[config.mk]
export PLATFORM = sky130hd
export DESIGN_NAME = pipe_stage_reg
export DESIGN_NICKNAME = d
export VERILOG_FILES = /design/src/rtl/pipe_stage_reg.sv
export SDC_FILE = /design/constraint.sdc
export NUM_CORES = 1
export LEC_CHECK = 0
export ABC_AREA = 1
export CORE_MARGIN = 1
export CORE_UTILIZATION = 35
export CTS_CLUSTER_DIAMETER = 100
export DETAILED_ROUTE_END_ITERATION = 16
export PLACE_DENSITY = 0.65
export SKIP_LAST_GASP = 1
export SLEW_MARGIN = 20
export SYNTH_ARGS = -nofsm -noshare
export SYNTH_HDL_FRONTEND = slang
export SYNTH_SLANG_ARGS = --single-unit
[constraint.sdc]
create_clock -name i_clk -period 2.4 [get_ports i_clk]
set_input_delay 0.48 -clock i_clk [delete_from_list [all_inputs] [get_ports i_clk]]
set_output_delay 0.48 -clock i_clk [all_outputs]
set_load 0.02 [all_outputs]
[src/rtl/pipe_stage_reg.sv]
// Parametrised pipeline stage register: valid/ready handshake, flush, bubble zeroing, saturating stall counter.
// Define PIPE_STAGE_SKID_EN to build the two-entry skid buffer with a registered o_ready.
module pipe_stage_reg #(
  parameter int DATA_W = 32,
  parameter int CTRL_W = 5,
  parameter int CNT_W  = 16
) (
  input  logic              i_clk,
  input  logic              i_reset,
  input  logic              i_valid,
  output logic              o_ready,
  input  logic [CTRL_W-1:0] i_ctrl,
  input  logic [DATA_W-1:0] i_data,
  input  logic              i_flush,
  output logic              o_valid,
  input  logic              i_ready,
  output logic [CTRL_W-1:0] o_ctrl,
  output logic [DATA_W-1:0] o_data,
  output logic [CNT_W-1:0]  o_stall_cnt
);

  localparam logic [CNT_W-1:0] CNT_MAX = '1;

  logic up_xfer;
  logic dn_xfer;

  assign up_xfer = i_valid & o_ready;
  assign dn_xfer = o_valid & i_ready;

  // NOTE: sequential state uses non-blocking (<=) so every register samples pre-edge values.
  always_ff @(posedge i_clk or posedge i_reset) begin
    if (i_reset) begin
      o_stall_cnt <= '0;
    end else if (o_valid && !i_ready && (o_stall_cnt != CNT_MAX)) begin
      o_stall_cnt <= o_stall_cnt + 1'b1;
    end
  end

`ifdef PIPE_STAGE_SKID_EN

  typedef enum logic [1:0] {
    EMPTY,
    ONE,
    TWO
  } state_t;

  state_t            state;
  logic              ready_q;
  logic [CTRL_W-1:0] skid_ctrl;
  logic [DATA_W-1:0] skid_data;

  assign o_ready = ready_q;

  // Head holds the older entry; the skid register only ever holds the younger one.
  always_ff @(posedge i_clk or posedge i_reset) begin
    if (i_reset) begin
      // NOTE: payload registers are reset as well, so o_data reads 0 straight out of reset.
      state     <= EMPTY;
      ready_q   <= 1'b1;
      o_valid   <= 1'b0;
      o_ctrl    <= '0;
      o_data    <= '0;
      skid_ctrl <= '0;
      skid_data <= '0;
    end else if (i_flush) begin
      state   <= EMPTY;
      ready_q <= 1'b1;
      o_valid <= 1'b0;
      o_ctrl  <= '0;
    end else begin
      case (state)
        EMPTY: begin
          if (up_xfer) begin
            o_valid <= 1'b1;
            o_ctrl  <= i_ctrl;
            o_data  <= i_data;
            state   <= ONE;
          end
        end
        ONE: begin
          if (up_xfer && !dn_xfer) begin
            skid_ctrl <= i_ctrl;
            skid_data <= i_data;
            state     <= TWO;
            ready_q   <= 1'b0;
          end else if (up_xfer && dn_xfer) begin
            o_ctrl <= i_ctrl;
            o_data <= i_data;
          end else if (dn_xfer) begin
            o_valid <= 1'b0;
            o_ctrl  <= '0;
            state   <= EMPTY;
          end
        end
        TWO: begin
          if (dn_xfer) begin
            o_ctrl  <= skid_ctrl;
            o_data  <= skid_data;
            state   <= ONE;
            ready_q <= 1'b1;
          end
        end
        default: begin
          state   <= EMPTY;
          ready_q <= 1'b1;
          o_valid <= 1'b0;
          o_ctrl  <= '0;
        end
      endcase
    end
  end

`else

  assign o_ready = !o_valid | i_ready;

  // A simultaneous upstream beat replaces the departing one, so no bubble on back-to-back traffic.
  always_ff @(posedge i_clk or posedge i_reset) begin
    if (i_reset) begin
      o_valid <= 1'b0;
      o_ctrl  <= '0;
      o_data  <= '0;
    end else if (i_flush) begin
      o_valid <= 1'b0;
      o_ctrl  <= '0;
    end else if (up_xfer) begin
      o_valid <= 1'b1;
      o_ctrl  <= i_ctrl;
      o_data  <= i_data;
    end else if (dn_xfer) begin
      o_valid <= 1'b0;
      o_ctrl  <= '0;
    end
  end

`endif

endmodule

==> run summary <==
After the first detailed-routing iteration, the DRC count stood at 49. For the residual overflow from global routing, the log shows 0. After synthesis, the largest family of logic cells by area is simple AND/OR/NAND/NOR gates. The sequential group share of total power is 47.0%, and the post-route total power is 0.00245 W. The worst setup path is launched from an input pin. Share of total power consumed by net switching: 31.8%. The number of antenna diodes is 0, and the CTS sink count is 54.

By startpoint and endpoint, the worst setup path is classified as input pin to output pin. In the routed design, unresolved DRC markers number 0. Summed over all nets, the switching power comes to 0.000780 W. OpenSTA, run right after detailed placement, puts the worst setup slack at 191 ps. The total of endpoints with negative setup slack in the final report came out at 0.

In the post-synthesis netlist, the cell with the most instances is nand2_1. The area inside the core boundary was 6830 µm²; the post-synthesis compound-gate area fraction was 2.41%. For the data required time of the critical path, the log shows 1920 ps.

After synthesis, the most frequently instantiated cells are nand2_1 (56), dfrtp_1 (54), inv_1 (23). Setup repair after global routing left no endpoint under its margin. By area the synthesized netlist is led by dfrtp_1 (54%), mux2_2 (9.0%), nand2_1 (8.4%), mux2_4 (6.0%), inv_1 (3.5%). The final layout contains 383 nets.

For the final routed database, the setup TNS stands at 0 ps. The analysis attributes to cell leakage a power of 1.59 nW. The share of Yosys cell area claimed by the top area cell type was 54.2%; the count of state elements after synthesis was 54. The max capacitance violation total came out at 0. The logs give 2 for the number of H-tree levels and 620 for the number of filler instances in the final layout. The path class of the tightest hold or removal check is register to register. At the end of routability-driven placement, the weighted congestion stood at 0.787. In the synthesized netlist, the number of instances is 240. The run gives 21 as the number of different library cells in the post-synthesis netlist.

The slew at the pin with the worst max-slew slack works out to 567 ps. The total nets after synthesis was 283. The initialized floorplan defines 30 standard-cell rows. The simple-gate area share of the yosys netlist was 20.5%; the number of buffers between clock root and the deepest sink was 2. After clock tree synthesis, the repair step resized 0 gates.

The worst-case IR drop observed on VDD is 0.339 mV. After clock tree synthesis, the flow added hold-fix buffers numbering 0. The adder-cell area share of the yosys netlist came out at 0.502%. The worst setup path is captured at an output pin. For this run, asynchronously set or reset flops after synthesis account for 100%.

The run gives 0 as the initial antenna violation count. The first global-routing pass estimated 8870 µm of wire. The detailed-route via count was 1,971. The portion of synthesized area spent on multiplexers is 16.0%.

In this run the mean area of a mapped cell was 10.4 µm². The ratio of final minimum period to clock period was 91.6%. For the total count of hold-check failures in the final report, the log shows 0.

The overall die width was 86.4 µm; the die area was 7460 µm². The run gives 1,962 as the number of global-route vias before repair. The run finished with clean final reports. In the global route stage, overall resource usage came out at 15.2%.

TritonCTS built the clock tree. The tools report the total CTS buffers as 5. The clock reaches the later pin of the worst-skew pair after 310 ps.

The clock network burns 21.3% of the power. The tools report the multi-input gate area in the final layout as 998 µm². Clock tree synthesis selected as its root buffer the cell clkbuf_8.

The power per cell area was 674 nW/µm²; the xor-xnor portion of the synthesized cell area was 0.703%. The largest driver fanout on the critical path is 8, and the number of max-slew violations in the final report is 0. On the final layout, the worst hold slack is 509 ps. The number of buffers inserted by port buffering was 96; the clock tree skew after final layout was 9.21 ps. The initial utilization of the core area, before any placement, comes to 36.5%. The post-route netlist has 16.1% of its cells at a drive strength greater than 1. Across the whole layout, storage elements account for 1350 µm². For the worst setup path, the data arrival time is 1720 ps.

After clock tree synthesis, the clock-pin slew on the worst setup and hold paths is 100 ps. The run gives 3550 µm² as the standard cell area after detailed placement. The floorplan die height came out at 86.4 µm.

The detailed placement HPWL is 3910 µm. The first detailed-routing pass took 4 iterations. In the post-route analysis, the smallest setup slack over all paths is 201 ps. Cell internal power was estimated by the tool at 0.00167 W. Warning count from the yosys run: 0.

The synthesis-to-layout area growth was 46.1%. The worst path needs 2200 ps of the cycle, external delays included. The portion of the post-synthesis area used by sequential elements was 54.2%; the final routed wirelength across all metal layers was 5350 µm. Counting flops with a built-in enable in the synthesized netlist gives 0. The tools report the remaining antenna violation count as 0. Among all flip-flop cells after synthesis, the most frequent one is dfrtp_1. Entering global routing, the biggest net connects 55 pins. Dividing the detail-routed wire length by the instance count gives 12.2 µm. The combinational group share of total power was 31.7%.

Measured against its own limit, the worst slew margin works out to 62.2%. The average via count per standard cell was 4.51. The maximum clock frequency came out at 455 MHz. Mapped cell area: 2490 µm². In this run the post-CTS setup repair buffer count came out at 0. Of all cell types, the one taking the most synthesized area is dfrtp_1.

After routing the design area is 3640 µm². During I/O placement, the number of pins put on the boundary was 97.
-- layout by cell type, fill, tap and decap left out, drive strengths merged --
cell type	synthesis	final
buf	4	1
clkbuf	0	5
clkdlybuf4s50	0	96
clkinvlp	0	2
dfrtp	54	54
ha	1	1
inv	26	27
mux2	32	32
nand2	61	61
nand3	15	15
nand3b	4	4
nand4	7	7
nor2	22	22
o21ai	12	12
xnor2	2	2
-- cell families after synthesis --
logic type               after synthesis
buffers and inverters                 30
adder cells (fa/ha/maj)                1
flip-flops                            54
multiplexers                          32
XOR/XNOR                               2
AND/OR/NAND/NOR                      109
AO/OA/AOI/OAI                         12
-- per-stage QoR --
step,util (%),std cells
final,53.3,437
after global routing,53.3,437
after CTS,53.3,437
after detailed placement,51.9,429
after global placement,51.9,429
after floorplan,-,240
-- cell type report --
| cell class | instances | share of cell area [%] |
|---|---|---|
| Clock buffer | 5 | 1.89 |
| Clock inverter | 3 | 0.653 |
| Inverter | 26 | 2.68 |
| Multi-Input combinational cell | 156 | 27.4 |
| Sequential cell | 54 | 37.1 |
| Tap cell | 96 | 3.30 |
| Timing Repair Buffer | 97 | 26.9 |
-- state kept, by name (all words and copies together) (netlist names) --
signal       count
o_ctrl           5
o_stall_cnt     16
o_data          32
o_valid          1
-- metal layers --
metal / share of wire (%) / GRT usage [%] / up-vias
met5: 0 / 0 / -
met4: 0.36 / 3.18 / 0
met3: 9.2 / 7.14 / 2
met2: 46 / 23.8 / 55
met1: 44 / 19.1 / 940
li1: - / - / 974
-- power groups by stage --
stage               sequential [W]  clock (W)  combinational, W
floorplan                  0.00132          0          0.000228
global placement           0.00117          0          0.000776
detailed placement         0.00117          0          0.000785
CTS                        0.00116   0.000550          0.000788
global route               0.00117   0.000585          0.000837
finish                     0.00115   0.000523          0.000778
-- critical path, cell delays in order --
cell and delay, ps:
clkdlybuf4s50_1 450, inv_1 50, nand2_4 110, clkdlybuf4s50_1 620
-- worst paths after layout --
check	from	to	slack (ps)	depth (start not counted)
min in group asynchronous	i_reset	o_data[12]	540	3
worst min register to register	o_data[5]	o_data[5]	510	1
max in group asynchronous	i_reset	o_stall_cnt[3]	1620	3
worst max-delay path	i_ready	o_ready	200	4
worst max register to register	o_valid	o_data[4]	790	3
worst min-delay path	o_data[5]	o_data[5]	510	1
(Power assumes the default switching activity.)
